File: config.mk
export PLATFORM = sky130hd
export DESIGN_NAME = layer_scheduler_flat
export DESIGN_NICKNAME = d
export VERILOG_FILES = /design/src/rtl/layer_scheduler_if.sv /design/src/rtl/layer_scheduler.sv /design/src/flat_wrapper.sv
export SDC_FILE = /design/constraint.sdc
export NUM_CORES = 1
export LEC_CHECK = 0
export ABC_AREA = 1
export BUFFER_PORTS_ARGS = -buffer_cell sky130_fd_sc_hd__buf_2
export CORE_AREA = 3 3 60 62
export CTS_CLUSTER_SIZE = 16
export DETAILED_ROUTE_END_ITERATION = 8
export DIE_AREA = 0 0 63 65
export GPL_ROUTABILITY_DRIVEN = 0
export PLACE_DENSITY = 0.76
export SYNTH_ARGS = -nofsm -noshare
export SYNTH_HDL_FRONTEND = slang
export SYNTH_SLANG_ARGS = --single-unit
File: constraint.sdc
create_clock -name clk -period 1.5 [get_ports clk]
set_input_delay 0.15 -clock clk [delete_from_list [all_inputs] [get_ports clk]]
set_output_delay 0.15 -clock clk [all_outputs]
set_load 0.01 [all_outputs]
File: src/rtl/layer_scheduler_if.sv
// Bus between the layer scheduler and its neighbours: layer control, shared-neuron handshake,
// result buffer write port and, with LAYER_SCHEDULER_ARGMAX_EN, the argmax result.
interface layer_scheduler_if #(
  parameter int OUT_SIZE  = 10,
  parameter int WIDTH_OUT = 24
);
  localparam int RW = $clog2(OUT_SIZE);

  // Layer control
  logic                        start;
  logic                        busy;
  logic                        done;

  // Shared neuron: neuron_go is a one-cycle request for row_sel. The neuron has no ready;
  // it answers with a one-cycle neuron_done carrying neuron_value, which only counts
  // while the scheduler is waiting for it.
  logic                        neuron_go;
  logic                        neuron_done;
  logic signed [WIDTH_OUT-1:0] neuron_value;
  logic [RW-1:0]               row_sel;

  // Result buffer write port
  logic                        res_we;
  logic [RW-1:0]               res_addr;
  logic [WIDTH_OUT-1:0]        res_data;

  // Scheduler state, for checkers and debug
  logic [2:0]                  dbg_state;

`ifdef LAYER_SCHEDULER_ARGMAX_EN
  logic [RW-1:0]               argmax;
  logic                        argmax_valid;
`endif

  modport master (
    input  start, neuron_done, neuron_value,
    output busy, done, neuron_go, row_sel, res_we, res_addr, res_data, dbg_state
`ifdef LAYER_SCHEDULER_ARGMAX_EN
    , output argmax, argmax_valid
`endif
  );

  modport slave (
    output start, neuron_done, neuron_value,
    input  busy, done, neuron_go, row_sel, res_we, res_addr, res_data, dbg_state
`ifdef LAYER_SCHEDULER_ARGMAX_EN
    , input argmax, argmax_valid
`endif
  );
endinterface

File: src/rtl/layer_scheduler.sv
// Sequences one dense layer through a single shared neuron, one output row at a time,
// writing ReLU results to a buffer. Optional argmax tracking: LAYER_SCHEDULER_ARGMAX_EN.
module layer_scheduler #(
  parameter int OUT_SIZE  = 10,
  parameter int WIDTH_OUT = 24
) (
  input logic              clk,
  input logic              reset,
  layer_scheduler_if.master bus
);
  localparam int RW = $clog2(OUT_SIZE);
  localparam logic [RW-1:0] LAST_ROW = RW'(OUT_SIZE - 1);

  localparam logic [2:0] S_IDLE   = 3'd0;
  localparam logic [2:0] S_ISSUE  = 3'd1;
  localparam logic [2:0] S_WAIT   = 3'd2;
  localparam logic [2:0] S_STORE  = 3'd3;
  localparam logic [2:0] S_FINISH = 3'd4;

  logic [2:0]                  state_q, state_d;
  logic [RW-1:0]               row_q, row_d;
  logic signed [WIDTH_OUT-1:0] val_q, val_d;

  always_comb begin
    state_d = state_q;
    row_d   = row_q;
    val_d   = val_q;
    case (state_q)
      S_IDLE: begin
        if (bus.start) begin
          row_d   = '0;
          state_d = S_ISSUE;
        end
      end
      S_ISSUE: state_d = S_WAIT;
      S_WAIT: begin
        if (bus.neuron_done) begin
          val_d   = bus.neuron_value;
          state_d = S_STORE;
        end
      end
      S_STORE: begin
        // The row index stops at the last row; only a fresh start rewinds it.
        if (row_q == LAST_ROW) begin
          state_d = S_FINISH;
        end else begin
          row_d   = row_q + RW'(1);
          state_d = S_ISSUE;
        end
      end
      S_FINISH: state_d = S_IDLE;
      default:  state_d = S_IDLE;
    endcase
  end

  always_ff @(posedge clk) begin
    if (reset) begin
      state_q <= S_IDLE;
      row_q   <= '0;
      val_q   <= '0;
    end else begin
      state_q <= state_d;
      row_q   <= row_d;
      val_q   <= val_d;
    end
  end

  // All outputs are decoded from registered state, so none of them depends combinationally on inputs.
  assign bus.busy      = (state_q != S_IDLE);
  assign bus.done      = (state_q == S_FINISH);
  assign bus.neuron_go = (state_q == S_ISSUE);
  assign bus.row_sel   = row_q;
  assign bus.res_we    = (state_q == S_STORE);
  assign bus.res_addr  = row_q;
  assign bus.res_data  = ((state_q == S_STORE) && !val_q[WIDTH_OUT-1]) ? val_q : '0;
  assign bus.dbg_state = state_q;

`ifdef LAYER_SCHEDULER_ARGMAX_EN
  logic signed [WIDTH_OUT-1:0] max_q, max_d;
  logic [RW-1:0]               arg_q, arg_d;
  logic                        argv_q, argv_d;

  always_comb begin
    max_d  = max_q;
    arg_d  = arg_q;
    argv_d = argv_q;
    if (state_q == S_IDLE && bus.start) begin
      argv_d = 1'b0;
    end
    // Row 0 seeds the maximum; strict compare keeps the lowest index on ties.
    if (state_q == S_WAIT && bus.neuron_done &&
        (row_q == '0 || bus.neuron_value > max_q)) begin
      max_d = bus.neuron_value;
      arg_d = row_q;
    end
    if (state_q == S_STORE && row_q == LAST_ROW) begin
      argv_d = 1'b1;
    end
  end

  always_ff @(posedge clk) begin
    if (reset) begin
      max_q  <= '0;
      arg_q  <= '0;
      argv_q <= 1'b0;
    end else begin
      max_q  <= max_d;
      arg_q  <= arg_d;
      argv_q <= argv_d;
    end
  end

  assign bus.argmax       = arg_q;
  assign bus.argmax_valid = argv_q;
`endif
endmodule

File: src/flat_wrapper.sv
// flat-port wrapper written by rule: the top's interface ports become plain ports
module layer_scheduler_flat 
#(
  parameter int OUT_SIZE  = 10,
  parameter int WIDTH_OUT = 24
)
  (clk, reset, bus_start, bus_neuron_done, bus_neuron_value, bus_busy, bus_done, bus_neuron_go, bus_row_sel, bus_res_we, bus_res_addr, bus_res_data, bus_dbg_state);
  layer_scheduler_if #(.OUT_SIZE(OUT_SIZE), .WIDTH_OUT(WIDTH_OUT)) bus_i ();
  input logic clk;
  input logic reset;
  input wire logic [$bits(bus_i.start)-1:0] bus_start;
  input wire logic [$bits(bus_i.neuron_done)-1:0] bus_neuron_done;
  input wire logic [$bits(bus_i.neuron_value)-1:0] bus_neuron_value;
  output wire logic [$bits(bus_i.busy)-1:0] bus_busy;
  output wire logic [$bits(bus_i.done)-1:0] bus_done;
  output wire logic [$bits(bus_i.neuron_go)-1:0] bus_neuron_go;
  output wire logic [$bits(bus_i.row_sel)-1:0] bus_row_sel;
  output wire logic [$bits(bus_i.res_we)-1:0] bus_res_we;
  output wire logic [$bits(bus_i.res_addr)-1:0] bus_res_addr;
  output wire logic [$bits(bus_i.res_data)-1:0] bus_res_data;
  output wire logic [$bits(bus_i.dbg_state)-1:0] bus_dbg_state;
  assign bus_i.start = bus_start;
  assign bus_i.neuron_done = bus_neuron_done;
  assign bus_i.neuron_value = bus_neuron_value;
  assign bus_busy = bus_i.busy;
  assign bus_done = bus_i.done;
  assign bus_neuron_go = bus_i.neuron_go;
  assign bus_row_sel = bus_i.row_sel;
  assign bus_res_we = bus_i.res_we;
  assign bus_res_addr = bus_i.res_addr;
  assign bus_res_data = bus_i.res_data;
  assign bus_dbg_state = bus_i.dbg_state;
  layer_scheduler #(.OUT_SIZE(OUT_SIZE), .WIDTH_OUT(WIDTH_OUT)) u_core (.clk(clk), .reset(reset), .bus(bus_i));
endmodule
==> results of run 1 <==
-- state kept, by name, indices dropped and copies added, names as in the netlist --
signal and count:
u_core.bus.dbg_state 3, u_core.val_q 24, u_core.bus.res_addr 4
-- cell usage after synthesis --
cell	n	area share, %
o21ai_0	22	7.7
clkbuf_1	1	0.26
nand3_2	1	0.70
nand2_2	4	1.7
buf_2	3	1.0
ha_1	2	1.7
dfxtp_1	31	43
buf_4	5	2.6
nand3_1	7	2.4
nand2_1	13	3.4
nor2_2	1	0.44
conb_1	1	0.26
inv_1	32	8.4
buf_6	4	3.1
nor2_4	1	0.78
nand3b_1	1	0.52
nor3_1	2	0.70
a21oi_2	1	0.61
nor2_1	31	8.1
o211ai_1	1	0.52
o21ai_1	2	0.70
a21oi_1	28	9.8
clkbuf_2	1	0.35
or2_2	2	0.87
-- layer usage --
| layer | part of all wire [%] | global-route usage, % |
|---|---|---|
| met1 | 43 | 18.7 |
| met2 | 49 | 28.7 |
| met3 | 6.7 | 5.89 |
| met4 | 1.1 | 7.44 |
| met5 | 0 | 0 |
-- cells by family (layout without fill, tap and decap cells) --
kind of cell	count (synthesis)	in the layout
AO/OA/AOI/OAI	54	54
flip-flops	31	31
AND/OR/NAND/NOR	63	63
adder cells (fa/ha/maj)	2	2
other	1	1
buffers and inverters	46	115
-- final cells by class --
type                            instances  area [um^2]
Sequential cell                        31          627
Clock inverter                          1         5.00
Fill cell                             311         1190
Multi-Input combinational cell        120          608
Inverter                               32          120
Tap cell                               44         55.1
Clock buffer                            7         45.0
Timing Repair Buffer                   75          425
-- placed cells by master, fill, tap and decap left out --
cell type  count
a21oi_1       28
a21oi_2        1
buf_12         2
buf_2         65
buf_4          8
clkbuf_1       2
clkbuf_4       5
clkinv_2       1
conb_1         1
dfxtp_1       28
dfxtp_2        2
dfxtp_4        1
ha_1           2
inv_1         32
nand2_1       12
nand2_2        4
nand2_4        1
nand3_1        7
nand3_2        1
nand3b_1       1
nor2_1        26
nor2_2         6
nor2_4         1
nor3_1         2
o211ai_1       1
o21ai_0       22
o21ai_1        2
or2_2          2
-- power breakdown --
group | switching (mW) | leakage (nW) | internal [mW]
Clock | 0.267 | 0.0293 | 0.182
Sequential | 0.0355 | 0.254 | 0.887
Combinational | 0.222 | 0.601 | 0.159
-- path summary, 6_finish.rpt --
check / from / end / slack (ns)
setup reg to reg: u_core.bus.dbg_state[2]$_SDFFE_PP0P_ / u_core.val_q[22]$_SDFFE_PP0P_ / 0.17
hold reg to reg: u_core.val_q[5]$_SDFFE_PP0P_ / u_core.val_q[5]$_SDFFE_PP0P_ / 0.45
hold / removal: reset / u_core.bus.res_addr[2]$_SDFFE_PP0P_ / 0.06
setup / recovery: u_core.bus.dbg_state[2]$_SDFFE_PP0P_ / bus_res_data[3] / 0.07
-- per-stage QoR --
stage	utilization (%)	instances
global route	61.3	310
detailed placement	57.8	298
global placement	57.8	298
floorplan	-	197
CTS	60.2	307
finish	61.3	310
-- repair_timing --
item,4_1_cts,5_1_grt
cloned,0,0
setup buffers,1,3
setup endpoints to repair,18,18
resized for setup,7,4
-- worst register-to-register path, cell delays in order, from the launching register on --
cell and delay (ns):
dfxtp_4 0.37, buf_4 0.15, nor2_2 0.16, nand3_2 0.11, buf_12 0.19, o21ai_0 0.19, a21oi_1 0.05
==> flow_metrics.py, run 1 <==
metrics = {
    "synthesis": {
        "synth_compound_area_share_pct": 19.3,
        "synth_area_mm2": 0.00144,
        "synth_top_family_by_area": "simple AND/OR/NAND/NOR gates",
        "synthCells": 197,
        "avgSynthCellArea_um2": 7.28,
        "synthAdderAreaFrac_pct": 1.74,
        "ys_seq_elements": 31,
        "synthMuxAreaShare_pct": 0,
        "synth_warnings": 0,
        "synth-xor-area-share_pct": 0,
        "synth_nets": 227,
        "ys_seq_area_share_pct": 43.2,
        "synth_simple_gate_area_share_pct": 19.7,
        "ys_types": 24,
    },
    "route": {
        "via_count": 1419,
        "drt_iter0_drc": 62,
        "ant_nets": 0,
        "firstDrtPassIters": 4,
        "drt-total-wl_um": 3270,
        "wl_per_cell_um": 10.5,
        "drc": 0,
        "via_per_inst": 4.58,
    },
    "die": {
        "ios": 67,
        "die_x_um": 63,
        "die_h_um": 65,
        "dieArea_mm2": 0.00410,
        "start_util_pct": 46.6,
        "num_rows": 20,
        "placeableCoreArea_mm2": 0.00308,
    },
    "job": {
        "maxCapViolCount": 0,
    },
    "timing": {
        "timing.fmax_mhz": 699,
        "rsz0062_at_grt": "true",
        "hold_ws_ns": 0.0565,
        "slew_viol_final": 0,
        "setup_total_negative_slack_ns": 0,
        "finalClockSkew_ns": 0.0145,
        "post-route-period-util_pct": 95.4,
        "finalSetupViolations": 0,
        "period_needed_ns": 1.43,
        "hold_viol": 0,
        "setup_slack_ns": 0.0690,
    },
    "hold_path": {
        "hp-class": "in2reg",
        "hold_path_depth": 2,
    },
    "critical_path": {
        "worst_path_max_delay_cell": "dfxtp_4",
        "criticalPathCategory": "reg2out",
        "worstSetupPathDepth": 5,
        "end_kind": "output pin",
        "crit_arrival_ns": 1.28,
        "crit_path_start_kind": "flop",
        "reg2reg_depth": 6,
        "crit_buf_inv": 2,
        "critPathMaxFanout": 18,
        "path_cells": "nor2_4 -> nand2_4 -> buf_12 -> nor2_1 -> buf_2",
        "cpPeakStageDelay_ns": 0.37,
        "cp_data_required_time_ns": 1.35,
        "cp_top_family": "flip-flops",
    },
    "clocking": {
        "holdBufCountCts": 0,
        "clk_pin_slew_worst_paths_ns": 0.10,
        "cts_tree": "yes",
        "cts-root-buf": "clkbuf_4",
        "cts-htree-levels": 2,
        "cts_buffers": 5,
        "clkSinkCount": 31,
        "cts_max_path_buffers": 2,
        "insertion_delay_ns": 0.33,
    },
    "cells_and_area": {
        "postLayoutCellArea_mm2": 0.00189,
        "num-nets-final": 295,
        "synthToLayoutAreaGrowth_pct": 31.4,
        "layout-drive-gt1-share_pct": 37.6,
        "antennaDiodeCount": 0,
    },
    "place": {
        "placed_area_mm2": 0.00178,
        "hpwl_um": 2410,
        "io_buffers": 65,
        "pre_cts_ws_ns": 0.194,
    },
    "global_route": {
        "antenna_found_initial": 0,
        "grt.overflow.total": 0,
        "grt_use_total_pct": 16.8,
        "grt_max_degree": 49,
        "grt_pass1_vias": 1277,
        "grt_pass1_wl_um": 5410,
    },
    "power_and_ir_drop": {
        "p_total_mw": 1.75,
        "leakage_nw": 0.884,
        "peakVddDrop_v": 0.000534,
        "power.density_mw_per_mm2": 929,
    },
    "outcome": {
        "status": "finished clean",
    },
}
(Power assumes the default switching activity.)
==> inputs of run 2 (changes only) <==
--- a/config.mk
+++ b/config.mk
@@ -7,12 +7,12 @@
 export LEC_CHECK = 0
 export ABC_AREA = 1
 export BUFFER_PORTS_ARGS = -buffer_cell sky130_fd_sc_hd__buf_2
-export CORE_AREA = 3 3 60 62
+export CORE_AREA = 3 3 70 72
 export CTS_CLUSTER_SIZE = 16
 export DETAILED_ROUTE_END_ITERATION = 8
-export DIE_AREA = 0 0 63 65
+export DIE_AREA = 0 0 73 75
 export GPL_ROUTABILITY_DRIVEN = 0
-export PLACE_DENSITY = 0.76
+export PLACE_DENSITY = 0.57
 export SYNTH_ARGS = -nofsm -noshare
 export SYNTH_HDL_FRONTEND = slang
 export SYNTH_SLANG_ARGS = --single-unit
==> run 2 against run 1 <==
Against the previous run:
- clock power rose by 57%
- first-iteration DRC count rose by 53%
- cell count rose by 2.6%
- wire length rose by 7.3%
- maximum frequency fell by 0.52%
- critical path type unchanged
- largest power group unchanged
- highest routed layer unchanged
==> flow_metrics.py, run 2 (synthesized netlist as in run 1, its figures left out) <==
metrics = {
    "global_route": {
        "grt.overflow.total": 0,
        "grt_max_degree": 33,
        "grt_use_total_pct": 12.6,
        "grt_pass1_wl_um": 5320,
        "antenna_found_initial": 0,
        "grt_pass1_vias": 1178,
    },
    "critical_path": {
        "cpPeakStageDelay_ns": 0.36,
        "criticalPathCategory": "reg2out",
        "worst_path_max_delay_cell": "dfxtp_2",
        "r2r-end": "u_core.bus.res_addr[3]$_SDFFE_PP0P_",
        "reg2reg_slack_ns": 0.21,
        "reg2reg_from": "u_core.bus.res_addr[1]$_SDFFE_PP0P_",
        "critPathMaxFanout": 8,
        "crit_path_start_kind": "flop",
        "reg2reg_depth": 8,
        "crit_arrival_ns": 1.29,
        "path_cells": "nand2_2 -> nor2_4 -> nand2_4 -> clkbuf_16 -> nor2_1 -> buf_2",
        "cp_top_family": "flip-flops",
        "cp_data_required_time_ns": 1.35,
        "end_kind": "output pin",
        "crit_buf_inv": 2,
    },
    "route": {
        "ant_nets": 0,
        "drt-total-wl_um": 3510,
        "via_count": 1384,
        "firstDrtPassIters": 4,
        "wl_per_cell_um": 11.0,
        "drt_iter0_drc": 95,
        "via_per_inst": 4.35,
        "drc": 0,
    },
    "timing": {
        "finalSetupViolations": 0,
        "hold_viol": 0,
        "timing.fmax_mhz": 695,
        "rsz0062_at_grt": "true",
        "post-route-period-util_pct": 95.9,
        "finalClockSkew_ns": 0.00819,
        "period_needed_ns": 1.44,
        "hold_ws_ns": 0.104,
        "slew_viol_final": 0,
    },
    "cells_and_area": {
        "largest_register_ffs": 24,
        "num-nets-final": 295,
        "antennaDiodeCount": 0,
        "multiInputGateArea_um2": 643,
        "utilization_pct": 45.9,
        "fillers": 453,
        "layout-drive-gt1-share_pct": 41.4,
        "postLayoutCellArea_mm2": 0.00200,
        "ff_latch_area_um2": 623,
        "final_common_cell": "buf_2",
        "mostFrequentLayoutCells": "buf_2, inv_1, dfxtp_1",
        "regMostFlops": "u_core.val_q",
        "synthToLayoutAreaGrowth_pct": 39.2,
    },
    "place": {
        "hpwl_um": 2550,
        "placed_area_mm2": 0.00179,
        "io_buffers": 65,
    },
    "job": {
        "maxCapViolCount": 0,
    },
    "die": {
        "num_rows": 24,
        "dieArea_mm2": 0.00548,
        "start_util_pct": 33.0,
        "die_h_um": 75,
        "die_x_um": 73,
        "placeableCoreArea_mm2": 0.00435,
        "ios": 67,
    },
    "power_and_ir_drop": {
        "power.density_mw_per_mm2": 1020,
        "peakVddDrop_v": 0.000495,
        "p_total_mw": 2.03,
        "leakage_nw": 0.914,
    },
    "hold_path": {
        "hp-class": "in2reg",
        "worstHoldStart": "reset",
        "holdPathEnd": "u_core.bus.res_addr[2]$_SDFFE_PP0P_",
        "hold_path_depth": 2,
    },
    "clocking": {
        "insertion_delay_ns": 0.28,
        "cts-root-buf": "clkbuf_8",
        "cts-htree-levels": 2,
        "clk_pin_slew_worst_paths_ns": 0.06,
        "clkSinkCount": 31,
        "cts_buffers": 5,
        "cts_tree": "yes",
        "cts_max_path_buffers": 2,
        "holdBufCountCts": 0,
    },
    "outcome": {
        "status": "finished clean",
    },
}
[run 2: cell types whose count changed in the layout (fill, tap and decap cells not counted), moves of 2 or more]
cell      previous run  this run
buf_4                8         6
clkbuf_4             5         0
nor2_2               6        14
nor2_4               1         3
clkbuf_8             0         7
nor2_1              26        16
[run 2: what timing repair did]
action / 4_1_cts / 5_1_grt
setup endpoints to repair: 23 / 21
pin swaps: 1 / 2
resized for setup: 4 / 21
cloned: 0 / 1
setup buffers: 1 / 0
[run 2: routing by layer]
| metal | vias up | part of all wire, % | GRT usage [%] |
|---|---|---|---|
| met1 | 590 | 46 | 15.5 |
| met5 | - | 0 | 0 |
| met3 | 5 | 5.8 | 3.74 |
| met4 | 0 | 1.2 | 5.53 |
| li1 | 754 | - | - |
| met2 | 35 | 47 | 20.4 |
[run 2: stage by stage]
stage,setup WS [ns],cells,TNS (ns)
after floorplan,0.173,197,0
after global placement,0.166,308,0
after detailed placement,0.157,308,0
after CTS,0.0178,317,0
after global routing,-0.0178,318,-0.0307
final,0.0615,318,0
[run 2: power breakdown]
| group | internal (mW) | switching [mW] |
|---|---|---|
| Combinational | 0.166 | 0.229 |
| Clock | 0.418 | 0.289 |
| Sequential | 0.890 | 0.0388 |
[run 2: area by class of cell]
type | count | share of cell area (%)
Clock buffer | 8 | 5.01
Multi-Input combinational cell | 120 | 32.2
Sequential cell | 31 | 31.2
Inverter | 32 | 6.01
Tap cell | 52 | 3.26
Timing Repair Buffer | 75 | 22.4
[run 2: how the worst max path moves through the flow]
stage                                                    start  slack (ns)                to  cells after the start
after floorplan           u_core.bus.dbg_state[1]$_SDFFE_PP0P_        0.17  bus_res_data[10]                      5
after global placement    u_core.bus.dbg_state[1]$_SDFFE_PP0P_        0.17   bus_res_data[2]                      6
after detailed placement  u_core.bus.dbg_state[1]$_SDFFE_PP0P_        0.16   bus_res_data[2]                      6
after CTS                 u_core.bus.dbg_state[1]$_SDFFE_PP0P_        0.02   bus_res_data[0]                      6
after global routing      u_core.bus.dbg_state[1]$_SDFFE_PP0P_       -0.02  bus_res_data[17]                      6
final                     u_core.bus.dbg_state[1]$_SDFFE_PP0P_        0.06   bus_res_data[7]                      6
[run 2: worst reg2reg max path: stages (launching register included)]
cell	delay, ns
dfxtp_1	0.42
inv_1	0.07
ha_1	0.17
nand3_1	0.11
nand2_2	0.08
nand2_2	0.11
nand2_2	0.08
nor2_1	0.10
nor2_1	0.05
==> inputs of run 3 (changes only) <==
--- a/config.mk
+++ b/config.mk
@@ -7,10 +7,10 @@
 export LEC_CHECK = 0
 export ABC_AREA = 1
 export BUFFER_PORTS_ARGS = -buffer_cell sky130_fd_sc_hd__buf_2
-export CORE_AREA = 3 3 70 72
+export CORE_AREA = 2 2 69 71
 export CTS_CLUSTER_SIZE = 16
 export DETAILED_ROUTE_END_ITERATION = 8
-export DIE_AREA = 0 0 73 75
+export DIE_AREA = 0 0 71 73
 export GPL_ROUTABILITY_DRIVEN = 0
 export PLACE_DENSITY = 0.57
 export SYNTH_ARGS = -nofsm -noshare
==> run 3 against run 2 <==
Against the previous run:
- cell count fell by 0.31%
- register-to-register slack got worse by 0.03 ns
- wire length fell by 3.7%
- sequential share of layout area rose by 0.50 points
- critical endpoint is now bus_res_data[22]
- maximum frequency fell by 0.85%
- sequential cell count did not move
- die area fell by 5.3%
- clock skew fell by 0.0034 ns
- combinational power barely moved
- largest power group unchanged
- critical path depth did not move
- utilization fell by 2.5 points
- hold slack improved by 0.0064 ns
- highest routed layer unchanged
==> flow_metrics.py, run 3 (synthesized netlist as in run 1, its figures left out) <==
metrics = {
    "outcome": {
        "status": "finished clean",
    },
    "cells_and_area": {
        "synthToLayoutAreaGrowth_pct": 37.1,
        "final_common_cell": "buf_2",
        "largest_register_ffs": 24,
        "antennaDiodeCount": 0,
        "utilization_pct": 43.4,
        "final_cells": 317,
        "regMostFlops": "u_core.val_q",
        "ff_latch_area_um2": 623,
        "multiInputGateArea_um2": 641,
        "num-nets-final": 293,
        "layout-drive-gt1-share_pct": 40.7,
        "fillers": 485,
        "mostFrequentLayoutCells": "buf_2, inv_1, dfxtp_1",
    },
    "critical_path": {
        "crit_arrival_ns": 1.30,
        "reg2reg_from": "u_core.bus.res_addr[1]$_SDFFE_PP0P_",
        "critical_path.startpoint": "u_core.bus.dbg_state[0]$_SDFFE_PP0P_",
        "crit_path_start_kind": "flop",
        "cp_data_required_time_ns": 1.35,
        "critPathMaxFanout": 11,
        "criticalPathCategory": "reg2out",
        "end_kind": "output pin",
    },
    "power_and_ir_drop": {
        "switchingPower_mw": 0.553,
        "peakVddDrop_v": 0.000419,
        "p_int_mw": 1.41,
        "leakage_nw": 0.898,
        "p_comb_share_pct": 19.9,
        "switching_share_pct": 28.2,
        "power.density_mw_per_mm2": 999,
        "p_total_mw": 1.96,
        "p_seq_share_pct": 47.2,
        "power_frac_clock_pct": 32.9,
    },
    "die": {
        "die_h_um": 73,
        "num_rows": 25,
        "die_x_um": 71,
        "start_util_pct": 31.6,
        "dieArea_mm2": 0.00518,
        "ios": 67,
        "placeableCoreArea_mm2": 0.00454,
    },
    "clocking": {
        "holdBufCountCts": 0,
        "cts_buffers": 5,
        "cts_max_path_buffers": 2,
        "cts-htree-levels": 2,
        "clkSinkCount": 31,
        "cts-root-buf": "clkbuf_8",
        "insertion_delay_ns": 0.27,
        "cts_tree": "yes",
        "clk_pin_slew_worst_paths_ns": 0.06,
    },
    "timing": {
        "hold_viol": 0,
        "finalClockSkew_ns": 0.00479,
        "slew_viol_final": 0,
        "post-route-period-util_pct": 96.7,
        "finalSetupViolations": 0,
        "period_needed_ns": 1.45,
        "timing.fmax_mhz": 689,
        "rsz0062_at_grt": "true",
    },
    "place": {
        "dp_cells": 308,
        "hpwl_um": 2310,
        "io_buffers": 65,
    },
    "hold_path": {
        "worstHoldStart": "reset",
        "hp-class": "in2reg",
    },
    "route": {
        "via_count": 1370,
        "ant_nets": 0,
        "routed-wl-met3_um": 215,
        "firstDrtPassIters": 4,
        "drc": 0,
        "top_layer_used": "met4",
        "wl_per_cell_um": 10.6,
        "wl_met1_um": 1580,
        "drt_iter0_drc": 79,
        "wl_met2_um": 1550,
        "via_per_inst": 4.32,
        "drt-total-wl_um": 3380,
    },
    "global_route": {
        "grt_pass1_wl_um": 5200,
        "grt_max_degree": 49,
        "grt.overflow.total": 0,
        "grt_use_total_pct": 12.9,
        "antenna_found_initial": 0,
        "grt_pass1_vias": 1186,
    },
    "job": {
        "maxCapViolCount": 0,
    },
}
==> run 3: cell count changes in the layout (fill, tap and decap cells not counted), sizes merged <==
| cell | before | now |
|---|---|---|
| buf | 74 | 72 |
| clkbuf | 9 | 7 |
| clkinv | 0 | 1 |
==> run 3: area by class of cell <==
cell class | count | share of cell area, %
well taps | 54 | 3.44
clock inverters | 1 | 0.254
inverters | 32 | 6.11
repair buffers | 73 | 21.8
flip-flops and latches | 31 | 31.7
clock buffers | 6 | 4.20
multi-input cells | 120 | 32.6
==> run 3: worst paths after layout <==
path | end | cells past startpoint | slack, ns
max | bus_res_data[22] | 6 | 0.05
max reg2reg | u_core.bus.res_addr[1]$_SDFFE_PP0P_ | 6 | 0.18
min reg2reg | u_core.val_q[10]$_SDFFE_PP0P_ | 2 | 0.45
min | u_core.bus.dbg_state[1]$_SDFFE_PP0P_ | 2 | 0.11
==> run 3: critical path, stage by stage (launching register included) <==
cell and delay [ns]:
dfxtp_2 0.35, nand2_2 0.06, nor2_4 0.14, nand2_4 0.08
clkbuf_16 0.17, nor2_1 0.08, buf_2 0.13
==> run 3: per-stage QoR <==
stage / hold slack, ns / area, um^2 / setup slack (ns) / TNS, ns
floorplan: 0.219 / 1440 / 0.173 / 0
detailed placement: 0.403 / 1780 / 0.194 / 0
global placement: 0.408 / 1780 / 0.199 / 0
global route: 0.0907 / 1970 / -0.0250 / -0.191
CTS: 0.104 / 1870 / 0.0187 / 0
finish: 0.110 / 1970 / 0.0492 / 0
==> run 3: power by group through the flow <==
stage	combinational (mW)	clock [mW]	sequential, mW
2_1_floorplan	0.242	0	0.953
3_3_place_gp	0.365	0	0.942
4_1_cts	0.370	0.685	0.926
6_report	0.392	0.647	0.926
5_1_grt	0.444	0.725	0.935
3_5_place_dp	0.367	0	0.943
==> run 3: per-layer routing <==
metal	up-vias	track usage (%)
met2	37	20.7
met1	588	15.6
met3	2	5.25
met5	-	0
li1	743	-
met4	0	5.03
==> run 3: repair_timing <==
action                                  4_1_cts  5_1_grt
endpoints found under the setup margin       23       23
gates resized for setup                       2       21
buffers inserted                              0        1
pin swaps                                     0        1
cloned                                        0        1
